## config.mk

```make
export PLATFORM = sky130hd
export DESIGN_NAME = enemy_hit_tracker_flat
export DESIGN_NICKNAME = d
export VERILOG_FILES = /design/src/rtl/enemy_hit_tracker_if.sv /design/src/rtl/enemy_hit_tracker.sv /design/src/flat_wrapper.sv
export SDC_FILE = /design/constraint.sdc
export NUM_CORES = 1
export LEC_CHECK = 0
export ABC_AREA = 1
export CAP_MARGIN = 10
export CORE_MARGIN = 5
export CORE_UTILIZATION = 44
export CTS_BUF_LIST = sky130_fd_sc_hd__clkbuf_4 sky130_fd_sc_hd__clkbuf_8
export DETAILED_ROUTE_END_ITERATION = 10
export PLACE_DENSITY_LB_ADDON = 0.08
export SYNTH_ARGS = -nofsm -noshare
export SYNTH_HDL_FRONTEND = slang
export SYNTH_SLANG_ARGS = --single-unit
```

## constraint.sdc

```tcl
create_clock -name Clk -period 4.5 [get_ports Clk]
set_input_delay 1.125 -clock Clk [delete_from_list [all_inputs] [get_ports Clk]]
set_output_delay 1.125 -clock Clk [all_outputs]
set_load 0.005 [all_outputs]
```

## src/rtl/enemy_hit_tracker_if.sv

```systemverilog
// Formation/bullet/raster inputs and hit/score/render outputs of the enemy hit tracker.
// Signal names match the original port list so the bundle stays a drop-in replacement.
interface enemy_hit_tracker_if #(
    parameter int ROWS = 4,
    parameter int COLS = 8
);
    localparam int IDX_W = $clog2(ROWS * COLS);
    localparam int CNT_W = $clog2(ROWS * COLS + 1);

    logic             frame_clk;
    logic             Start;
    logic [9:0]       L_Edge;
    logic [9:0]       U_Edge;
    logic [9:0]       bullet_x;
    logic [9:0]       bullet_y;
    logic             bullet_valid;
    logic [9:0]       DrawX;
    logic [9:0]       DrawY;
    logic             enemy_on;
    logic             hit;
    logic [IDX_W-1:0] hit_index;
    logic             bullet_kill;
    logic [15:0]      score;
    logic [CNT_W-1:0] alive_count;
    logic             all_dead;

    modport master (
        output frame_clk, Start, L_Edge, U_Edge, bullet_x, bullet_y, bullet_valid, DrawX, DrawY,
        input  enemy_on, hit, hit_index, bullet_kill, score, alive_count, all_dead
    );

    modport slave (
        input  frame_clk, Start, L_Edge, U_Edge, bullet_x, bullet_y, bullet_valid, DrawX, DrawY,
        output enemy_on, hit, hit_index, bullet_kill, score, alive_count, all_dead
    );
endinterface

```

## src/rtl/enemy_hit_tracker.sv

```systemverilog
// Enemy grid alive mask: one bullet collision check per frame, kill/score bookkeeping,
// and a registered per-pixel enemy_on for the colour mapper.
module enemy_hit_tracker #(
    parameter int ROWS        = 4,
    parameter int COLS        = 8,
    parameter int CELL_W_LOG2 = 5,
    parameter int CELL_H_LOG2 = 5,
    parameter int SPR_W       = 24,
    parameter int SPR_H       = 16,
    parameter int POINTS      = 10
) (
    input  logic                Clk,
    input  logic                Reset,
    enemy_hit_tracker_if.slave  bus
);
    localparam int N     = ROWS * COLS;
    localparam int IDX_W = $clog2(N);
    localparam int CNT_W = $clog2(N + 1);

    typedef enum logic [1:0] {S_IDLE, S_CHECK, S_CLEAR} state_t;

    state_t           r_state, w_next;
    logic             r_f0, r_f1, r_tick;
    logic [9:0]       r_bx, r_by, r_lx, r_uy;
    logic [N-1:0]     r_alive;
    logic [IDX_W-1:0] r_idx, r_hit_index;
    logic             r_hit, r_bullet_kill, r_enemy_on, r_all_dead;
    logic [15:0]      r_score;
    logic [CNT_W-1:0] r_count;
    logic [IDX_W:0]   w_chk, w_draw;
    logic [16:0]      w_sum;

    // Returns {live-sprite hit, linear cell index}; 11-bit signed offsets keep edges near 0 from wrapping.
    function automatic logic [IDX_W:0] f_geo(input logic [9:0] px, input logic [9:0] py,
                                             input logic [9:0] ex, input logic [9:0] ey,
                                             input logic [N-1:0] mask);
        logic signed [10:0] dx, dy;
        logic [10:0]        col, row;
        logic [IDX_W-1:0]   idx;
        logic               ok;
        dx  = $signed({1'b0, px}) - $signed({1'b0, ex});
        dy  = $signed({1'b0, py}) - $signed({1'b0, ey});
        col = $unsigned(dx) >> CELL_W_LOG2;
        row = $unsigned(dy) >> CELL_H_LOG2;
        ok  = !dx[10] && !dy[10] && (32'(col) < COLS) && (32'(row) < ROWS)
              && (32'(dx[CELL_W_LOG2-1:0]) < SPR_W) && (32'(dy[CELL_H_LOG2-1:0]) < SPR_H);
        idx = IDX_W'(32'(row) * COLS + 32'(col));
        return {ok && mask[idx], idx};
    endfunction

    assign w_chk  = f_geo(r_bx, r_by, r_lx, r_uy, r_alive);
    assign w_draw = f_geo(bus.DrawX, bus.DrawY, bus.L_Edge, bus.U_Edge, r_alive);
    assign w_sum  = {1'b0, r_score} + 17'(POINTS);

    always_ff @(posedge Clk) begin
        if (Reset) r_state <= S_IDLE;
        else       r_state <= w_next;
    end

    always_comb begin
        w_next = r_state;
        case (r_state)
            S_IDLE:  if (!bus.Start && r_tick && bus.bullet_valid) w_next = S_CHECK;
            S_CHECK: w_next = w_chk[IDX_W] ? S_CLEAR : S_IDLE;
            S_CLEAR: w_next = S_IDLE;
            default: w_next = S_IDLE;
        endcase
    end

    always_ff @(posedge Clk) begin
        if (Reset) begin
            r_f0          <= 1'b0;
            r_f1          <= 1'b0;
            r_tick        <= 1'b0;
            r_bx          <= '0;
            r_by          <= '0;
            r_lx          <= '0;
            r_uy          <= '0;
            r_alive       <= '1;
            r_idx         <= '0;
            r_hit_index   <= '0;
            r_hit         <= 1'b0;
            r_bullet_kill <= 1'b0;
            r_enemy_on    <= 1'b0;
            r_all_dead    <= 1'b0;
            r_score       <= '0;
            r_count       <= CNT_W'(N);
        end else begin
            r_f0          <= bus.frame_clk;
            r_f1          <= r_f0;
            r_tick        <= r_f0 & ~r_f1;
            r_hit         <= 1'b0;
            r_bullet_kill <= 1'b0;
            r_enemy_on    <= w_draw[IDX_W];
            case (r_state)
                S_IDLE: begin
                    if (bus.Start) begin
                        r_alive    <= '1;
                        r_count    <= CNT_W'(N);
                        r_all_dead <= 1'b0;
                    end else if (r_tick && bus.bullet_valid) begin
                        r_bx <= bus.bullet_x;
                        r_by <= bus.bullet_y;
                        r_lx <= bus.L_Edge;
                        r_uy <= bus.U_Edge;
                    end
                end
                S_CHECK: r_idx <= w_chk[IDX_W-1:0];
                S_CLEAR: begin
                    r_alive[r_idx] <= 1'b0;
                    r_hit          <= 1'b1;
                    r_bullet_kill  <= 1'b1;
                    r_hit_index    <= r_idx;
                    r_score        <= w_sum[16] ? 16'hFFFF : w_sum[15:0];
                    r_count        <= r_count - 1'b1;
                    r_all_dead     <= (r_count == CNT_W'(1));
                end
                default: ;
            endcase
        end
    end

    assign bus.enemy_on    = r_enemy_on;
    assign bus.hit         = r_hit;
    assign bus.hit_index   = r_hit_index;
    assign bus.bullet_kill = r_bullet_kill;
    assign bus.score       = r_score;
    assign bus.alive_count = r_count;
    assign bus.all_dead    = r_all_dead;
endmodule

```

## src/flat_wrapper.sv

```systemverilog
// flat-port wrapper written by rule: the top's interface ports become plain ports
module enemy_hit_tracker_flat 
#(
    parameter int ROWS        = 4,
    parameter int COLS        = 8,
    parameter int CELL_W_LOG2 = 5,
    parameter int CELL_H_LOG2 = 5,
    parameter int SPR_W       = 24,
    parameter int SPR_H       = 16,
    parameter int POINTS      = 10
)
  (Clk, Reset, bus_frame_clk, bus_Start, bus_L_Edge, bus_U_Edge, bus_bullet_x, bus_bullet_y, bus_bullet_valid, bus_DrawX, bus_DrawY, bus_enemy_on, bus_hit, bus_hit_index, bus_bullet_kill, bus_score, bus_alive_count, bus_all_dead);
  enemy_hit_tracker_if #(.ROWS(ROWS), .COLS(COLS)) bus_i ();
  input  logic Clk;
  input  logic Reset;
  input wire logic [$bits(bus_i.frame_clk)-1:0] bus_frame_clk;
  input wire logic [$bits(bus_i.Start)-1:0] bus_Start;
  input wire logic [$bits(bus_i.L_Edge)-1:0] bus_L_Edge;
  input wire logic [$bits(bus_i.U_Edge)-1:0] bus_U_Edge;
  input wire logic [$bits(bus_i.bullet_x)-1:0] bus_bullet_x;
  input wire logic [$bits(bus_i.bullet_y)-1:0] bus_bullet_y;
  input wire logic [$bits(bus_i.bullet_valid)-1:0] bus_bullet_valid;
  input wire logic [$bits(bus_i.DrawX)-1:0] bus_DrawX;
  input wire logic [$bits(bus_i.DrawY)-1:0] bus_DrawY;
  output wire logic [$bits(bus_i.enemy_on)-1:0] bus_enemy_on;
  output wire logic [$bits(bus_i.hit)-1:0] bus_hit;
  output wire logic [$bits(bus_i.hit_index)-1:0] bus_hit_index;
  output wire logic [$bits(bus_i.bullet_kill)-1:0] bus_bullet_kill;
  output wire logic [$bits(bus_i.score)-1:0] bus_score;
  output wire logic [$bits(bus_i.alive_count)-1:0] bus_alive_count;
  output wire logic [$bits(bus_i.all_dead)-1:0] bus_all_dead;
  assign bus_i.frame_clk = bus_frame_clk;
  assign bus_i.Start = bus_Start;
  assign bus_i.L_Edge = bus_L_Edge;
  assign bus_i.U_Edge = bus_U_Edge;
  assign bus_i.bullet_x = bus_bullet_x;
  assign bus_i.bullet_y = bus_bullet_y;
  assign bus_i.bullet_valid = bus_bullet_valid;
  assign bus_i.DrawX = bus_DrawX;
  assign bus_i.DrawY = bus_DrawY;
  assign bus_enemy_on = bus_i.enemy_on;
  assign bus_hit = bus_i.hit;
  assign bus_hit_index = bus_i.hit_index;
  assign bus_bullet_kill = bus_i.bullet_kill;
  assign bus_score = bus_i.score;
  assign bus_alive_count = bus_i.alive_count;
  assign bus_all_dead = bus_i.all_dead;
  enemy_hit_tracker #(.ROWS(ROWS), .COLS(COLS), .CELL_W_LOG2(CELL_W_LOG2), .CELL_H_LOG2(CELL_H_LOG2), .SPR_W(SPR_W), .SPR_H(SPR_H), .POINTS(POINTS)) u_core (.Clk(Clk), .Reset(Reset), .bus(bus_i));
endmodule
```

==> Word-level counts from Yosys, hierarchy flattened <==
Cells that the tools add are included.
{ "word_totals": {"ram_bits": 0, "in_bits": 65, "memories": 0, "latch_bits": 0, "romBits": 0, "regBits": 112} }
{ "classes": {"n_mux": 17, "div": 0, "eq_ne": 5, "shift": 0, "multipliers": 0, "addsub": 8, "n_bitwise": 5, "n_reduce_logical": 25, "order_cmp": 12} }
{ "op_table": {"columns": ["cell", "count"], "rows": [
  ["$pmux W32 S2", 1],
  ["$sub A10 B10 Y11", 4],
  ["$and A32 B32 Y32", 1],
  ["$mux W32", 1],
  ["$not A32 Y32", 1],
  ["$lt A5 B5 Y1 const B", 4],
  ["$lt A5 B6 Y1 const B", 3],
  ["$add A16 B4 Y17 const B", 1],
  ["$logic_and A1 B1 Y1", 16],
  ["$mux W16", 1],
  ["$lt A6 B3 Y1 const B", 2],
  ["$lt A6 B4 Y1 const B", 2],
  ["$pmux W6 S2", 1],
  ["$add A5 B5 Y5", 2],
  ["$bmux W1 S5", 2],
  ["$eq A6 B1 Y1 const B", 1],
  ["$mux W6", 1],
  ["$sub A6 B1 Y6 const B", 1],
  ["$demux W1 S5", 1],
  ["$ge A5 B1 Y1 const B", 1],
  ["$logic_not A1 Y1", 5],
  ["$mux W1", 5],
  ["$mux W2", 2],
  ["$pmux W2 S2", 1],
  ["11 further kinds", 12]
]} }

==> Logic depth before layout (Yosys ltp) <==
Gate-level depths: netlist of the first run.
{ "depth": {"word_depth": 10, "mapped_depth": 21} }

==> Least setup slack after synthesis of the first run <==
Ideal clock, no wire load.
{ "synth_timing": {"path_kind": "input to register", "startpoint": "in bus_L_Edge[3]", "endpoint": "reg u_core.r_enemy_on, in the netlist u_core.bus.enemy_on", "setup_ns": 0.115, "arrival_ns": 3.079, "path_slack_ns": 1.306, "path_buffers": 0, "cell_stages": 20, "cell_sequence": "inv_1 ha_1 nand2_1 nand2_1 a21oi_2 nand2_1 nand2_2 nand2_1 nand2_1 nand2_1 nand2_1 nand2_1 ha_1 xor2_1 xor2_1 inv_1 nand2_1 nand2_1 a21oi_1 nor2_1"} }
{ "synth_between": {"elab_chain_len": 8} }
{ "synth_rtl": {"columns": ["element", "line", "text"], "rows": [
  ["start, declared", "flat_wrapper.sv:18", "input wire logic [$bits(bus_i.L_Edge)-1:0] bus_L_Edge;"],
  ["$sub A10 B10 Y11 *", "enemy_hit_tracker.sv:41", "dx = $signed({1'b0, px}) - $signed({1'b0, ex});"],
  ["parallel branches: the longest is 6 deep, another holds $add A5 B5 Y5", null, null],
  ["$logic_and A1 B1 Y1 *", "enemy_hit_tracker.sv:48", "return {ok && mask[idx], idx};"],
  ["end signal, assigned", "enemy_hit_tracker.sv:94", "r_enemy_on <= w_draw[IDX_W];"],
  ["end, declared", "enemy_hit_tracker.sv:27", "logic r_hit, r_bullet_kill, r_enemy_on, r_all_dead;"]
]} }
Every way passes the cells marked *. The select of a mux whose other input is x is not followed.
A chain may end at the register's enable or synchronous reset.

==> Final worst setup path of the first run <==
Same ends and word-level chain as after synthesis.

==> flow_metrics.tcl, run 1 <==
set metrics [dict create \
    synthCells 991 \
    routedWlPerCell_um 14.4 \
    cts_setup_buffers 0 \
    relSlewSlack_pct 39.4 \
    clock_power_share_pct 29.3 \
    synth_xor_xnor_area_share_pct 2.50 \
    endpoint_kind "flop" \
    core_um2 15000 \
    min_period_ps 3460 \
    avgSynthCellArea_um2 6.72 \
    yosysSeqAreaShare_pct 33.6 \
    routed-via-count 6535 \
    status "finished clean" \
    min_path_type "reg -> reg" \
    clk_pin_slew_ps 110 \
    fmax_mhz 289 \
    dieWidth_um 133 \
    swShare_pct 33.1 \
    nets 1180 \
    dpl-instance-area_um2 7760 \
    worst_slack_ps 1040 \
    synth_edf_count 0 \
    hold_end "u_core.r_tick" \
    mostFrequentLayoutCell "nand2_1" \
    cp_num_buf_inv 3 \
    post-route-drc-count 0 \
    drt_wl_total_um 18200 \
    critPathSlowestCell "clkdlybuf4s50_1" \
    tightestPinTransition_ps 908 \
    crit_chain "clkdlybuf4s50_1 > inv_1 > ha_1 > nand2_1 > nand2_1 > a21oi_2 > nand2_1 > nand2_2 > nand2_1 > nand2_1 > nand2_1 > nand2_1 > nand2_1 > ha_1 > xor2_1 > xor2_1 > inv_1 > nand2_1 > nand2_1 > a21oi_1 > nor2_1" \
    firstDrtPassIters 5 \
    cts_tree "done" \
    synthSimpleGateAreaFrac_pct 31.3 \
    grt_overflow 0 \
    antenna_found_initial 0 \
    grt_pass1_vias 6331 \
    critPathMaxFanout 4 \
    yosysWarnings 0 \
    fin_cells 1266 \
    required_ps 4810 \
    pre_cts_slack_ps 647 \
    power.switching_uw 748 \
    cts_resized 0 \
    grt_util_all_layers_pct 21.1 \
    final_layout_size_suffix_gt1_share_pct 4.36 \
    fin_tns_setup_ps 0 \
    synth_seq_cells 112 \
    cts_buffer_depth 2 \
    ys_types 45 \
    gp_congestion 0.845 \
    cts_root_buffer "clkbuf_8" \
    internal_power_uw 1510 \
    clock-sinks 112 \
    drtIter0Drc 458 \
    port-buffer-count 95 \
    skew_ps 14.1 \
    min_path_cells 1 \
    numCtsBuffers 9 \
    vias_per_cell 5.16 \
    worstPathArrival_ps 3770 \
    cap_violations 0 \
    clock_latency_ps 400 \
    synth_area_um2 6660 \
    die_area_um2 17700 \
    final_cell_mix "nand2_1, nand3_1, inv_1, dfxtp_1, o21ai_0" \
    synth_top_family_by_area "simple AND/OR/NAND/NOR gates" \
    design_area_um2 7970 \
    dp_hpwl_um 13700 \
    fillers 1543 \
    io_pins 96 \
    r2r_cells 18 \
    slowest_delay_ps 480 \
    syn_to_final_growth_pct 19.6 \
    muxShareOfSynthArea_pct 0 \
    peakVddDrop_mv 0.127 \
    ant_nets 0 \
    ctsHoldBuffers 0 \
    path_delay_family "simple AND/OR/NAND/NOR gates" \
    rsz0062_at_grt "false" \
    p_per_area_nw_per_um2 284 \
    synth_fp_nets 1097 \
    grt_pass1_wl_um 30700 \
    num_rows 45 \
    hold_violations 0 \
    crit_top_cell "nand2_1" \
    initial_core_util_pct 44.3 \
    start_kind "input port" \
    synth-compound-area-share_pct 15.6 \
    grt_max_degree 62 \
    place_inst 1251 \
    hp-start "u_core.r_f1" \
    drv_slew 0 \
    period_share_pct 76.9 \
    die_y_um 133 \
    r2r_end "u_core.r_state[1]" \
    path_class "in -> reg" \
    setup_viol 0 \
    synth-async-reset-ratio_pct 0 \
    leakagePower_uw 0.00366 \
    final_util_pct 53.0 \
    rr_startpoint "u_core.r_lx[5]" \
    p_comb_share_pct 26.1 \
    synth-adder-area-share_pct 7.70 \
    synthFlopType "dfxtp_1" \
    htreeDepth 3 \
    power_frac_seq_pct 44.5 \
    n_antenna_cell 0 \
    reg2reg_slack_ps 1470 \
]
through the flow:
stage / total power, µW / hold WS, ps
after floorplan: 1440 / 374
after global placement: 1610 / 380
after detailed placement: 1620 / 382
after CTS: 2280 / 403
after global routing: 2400 / 431
final: 2260 / 405
final cells by class:
| type | instances | area (µm²) | area share, % |
|---|---|---|---|
| sequential | 112 | 2240 | 28.1 |
| timing repair buffer | 101 | 996 | 12.5 |
| tap | 188 | 235 | 2.95 |
| inverter | 128 | 480 | 6.03 |
| clock inverter | 5 | 75.1 | 0.942 |
| multi-input combinational | 722 | 3800 | 47.7 |
| clock buffer | 10 | 138 | 1.73 |
kinds of logic (layout without fill, tap and decap cells):
kind of cell             after synthesis  count (layout)
AO/OA/AOI/OAI                        194             194
buffers and inverters                157             244
XOR/XNOR                              19              19
adder cells (fa/ha/maj)               41              41
flip-flops                           112             112
AND/OR/NAND/NOR                      468             468
registers in the layout (all words and copies together), names as in the netlist, 2 cells and up:
| name | count |
|---|---|
| u_core.r_bx | 10 |
| u_core.r_idx | 5 |
| u_core.r_alive | 32 |
| u_core.bus.hit_index | 5 |
| u_core.r_by | 10 |
| u_core.r_lx | 10 |
| u_core.bus.alive_count | 6 |
| u_core.r_state | 2 |
| u_core.bus.score | 16 |
| u_core.r_uy | 10 |
worst max path at each step:
stage	start	to	slack [ps]	cells after the start
4_1_cts	bus_L_Edge[3]	u_core.bus.enemy_on	1060	21
5_1_grt	bus_L_Edge[5]	u_core.bus.enemy_on	690	21
3_5_place_dp	bus_L_Edge[3]	u_core.bus.enemy_on	650	21
2_1_floorplan	bus_L_Edge[3]	u_core.bus.enemy_on	1310	20
6_report	bus_L_Edge[3]	u_core.bus.enemy_on	1040	21
3_3_place_gp	bus_L_Edge[3]	u_core.bus.enemy_on	670	21
synth_stat cells, types with 3 or more instances:
library cell	number	area share [%]
buf_4	3	0.34
nor2_1	88	5.0
xor2_1	12	1.6
nand3_1	136	10
nand4_1	7	0.66
nand2_1	203	11
buf_2	3	0.23
o21ai_0	100	7.5
a31oi_1	5	0.47
clkbuf_1	20	1.1
o21bai_1	3	0.34
ha_1	41	7.7
nor2_4	3	0.51
a21oi_1	68	5.1
inv_1	126	7.1
xnor2_1	7	0.92
dfxtp_1	112	34
nand2_2	8	0.75
a21o_1	3	0.34
nor3_1	8	0.60
power groups by stage:
stage / sequential, µW / combinational (µW) / clock, µW
detailed placement: 1030 / 586 / 0
floorplan: 1030 / 415 / 0
finish: 1010 / 591 / 663
global route: 1010 / 672 / 718
CTS: 1010 / 589 / 684
global placement: 1030 / 584 / 0
layer usage:
metal  routed length, µm  GRT usage [%]  up-vias
met2                8150           33.4      154
met1                8760           28.7     2930
met5                   0              0        -
li1                    -              -     3431
met3                1010           5.29       20
met4                 313           5.83        0
(Power assumes the default switching activity.)
==> run 2, diff against run 1 <==
- clock period: 4.5 -> 3.4 ns (I/O delays scaled with it)
==> run 2 against run 1 <==
Against the previous run: wire length rose by 0.35%; critical path depth is 3 lower; largest power group unchanged; clock skew is essentially flat; clock-buffer cell count stayed put; sequential power rose by 32%; setup slack got worse by 690 ps; hold slack barely moved; largest cell class unchanged; cell count rose by 1.6%.
==> flow_metrics.tcl, run 2 (same netlist as run 1, synthesis figures left out) <==
set metrics [dict create \
    status "finished clean" \
    min_period_ps 3050 \
    final_cell_mix "nand2_1, nand3_1, inv_1, dfxtp_1, o21ai_0" \
    routedWlPerCell_um 14.2 \
    die_y_um 133 \
    ctsHoldBuffers 0 \
    io_pins 96 \
    syn_to_final_growth_pct 22.1 \
    core_um2 15000 \
    firstDrtPassIters 5 \
    dp_hpwl_um 13900 \
    required_ps 3700 \
    routed-via-count 6571 \
    relSlewSlack_pct 58.3 \
    rsz0062_at_grt "false" \
    mostFrequentLayoutCell "nand2_1" \
    grt_pass1_vias 6254 \
    n_antenna_cell 0 \
    numCtsBuffers 9 \
    final_layout_size_suffix_gt1_share_pct 6.10 \
    largest_reg_flops 32 \
    cts_tree "done" \
    peakVddDrop_mv 0.212 \
    endpoint_kind "flop" \
    cap_violations 0 \
    min_path_cells 1 \
    worstPathArrival_ps 3350 \
    post-route-drc-count 0 \
    grt_max_degree 46 \
    fmax_mhz 328 \
    power_uw 3020 \
    clk_pin_slew_ps 110 \
    leakagePower_uw 0.00376 \
    cts_setup_buffers 0 \
    regMostFlops "u_core.r_alive" \
    grt_pass1_wl_um 30500 \
    port-buffer-count 95 \
    hold_violations 0 \
    path_class "reg -> reg" \
    period_share_pct 89.7 \
    grt_util_all_layers_pct 21.0 \
    clock_latency_ps 400 \
    htreeDepth 3 \
    nets 1200 \
    num_rows 45 \
    initial_core_util_pct 44.3 \
    p_per_area_nw_per_um2 371 \
    min_path_type "reg -> reg" \
    r2r_cells 18 \
    cts_root_buffer "clkbuf_8" \
    final_util_pct 54.1 \
    ant_nets 0 \
    setup_viol 0 \
    antenna_found_initial 0 \
    tightestPinTransition_ps 625 \
    die_area_um2 17700 \
    cts_resized 0 \
    drtIter0Drc 433 \
    critPathMaxFanout 5 \
    gp_congestion 0.859 \
    grt_overflow 0 \
    cts_buffer_depth 2 \
    clock-sinks 112 \
    skew_ps 14.5 \
    start_kind "flop" \
    drt_wl_total_um 18300 \
    dieWidth_um 133 \
    vias_per_cell 5.11 \
    drv_slew 0 \
]
[run 2: cell types whose count changed in the layout (fill, tap and decap cells not counted)]
cell / before / now
buf_12: 0 / 1
buf_4: 6 / 25
[run 2: through the flow]
stage | worst slack [ps] | cells | hold slack, ps | instance area, µm² | setup TNS (ps)
4_1_cts | 340 | 1286 | 403 | 8130 | 0
6_report | 349 | 1286 | 406 | 8130 | 0
2_1_floorplan | 481 | 991 | 374 | 6660 | 0
3_5_place_dp | -67.4 | 1271 | 385 | 7920 | -67.4
5_1_grt | 30.8 | 1286 | 414 | 8130 | 0
3_3_place_gp | -27.0 | 1271 | 379 | 7920 | -27.0
[run 2: final timing paths]
check,slack [ps],end,from
worst max-delay path,350,u_core.r_state[1],u_core.r_lx[5]
worst min-delay path,410,u_core.r_tick,u_core.r_f1
worst max register to register,350,u_core.r_state[1],u_core.r_lx[5]
worst min register to register,410,u_core.r_tick,u_core.r_f1
[run 2: where the power goes]
group / total [µW] / internal (µW) / switching, µW
clock: 879 / 373 / 506
sequential: 1330 / 1330 / 6.98
combinational: 808 / 326 / 483
total: 3020 / 2020 / 996
[run 2: final cells by class]
cell class | instances | area (µm²)
fill | 1498 | 6900
clock buffer | 10 | 138
inverter | 128 | 480
timing repair buffer | 121 | 1160
multi-input combinational | 722 | 3800
clock inverter | 5 | 75.1
sequential | 112 | 2240
tap | 188 | 235
[run 2: critical path: stages, from the launching register on]
cell,delay (ps)
dfxtp_1,320
inv_1,50
ha_1,370
nand2_1,130
inv_1,40
a21oi_1,250
nand2_1,150
nand2_1,110
nand2_1,60
xor2_1,250
ha_1,210
xor2_1,180
inv_1,60
nand4_1,80
nand2_1,70
xnor2_1,400
nand2_1,100
nand2_1,80
nor2_1,50
[run 2: routing by layer]
| metal | part of all wire, % | GRT usage [%] | vias up |
|---|---|---|---|
| li1 | - | - | 3479 |
| met3 | 6.0 | 3.95 | 20 |
| met5 | 0 | 0 | - |
| met4 | 1.6 | 6.29 | 0 |
| met1 | 48 | 28.2 | 2915 |
| met2 | 45 | 34.3 | 157 |
==> run 3, diff against run 2 <==
- CTS_CLUSTER_DIAMETER: default -> 60
- CTS_CLUSTER_SIZE: default -> 24
==> results of run 3 <==
No change in the layout: final DEF, timing and power equal those of run 2.
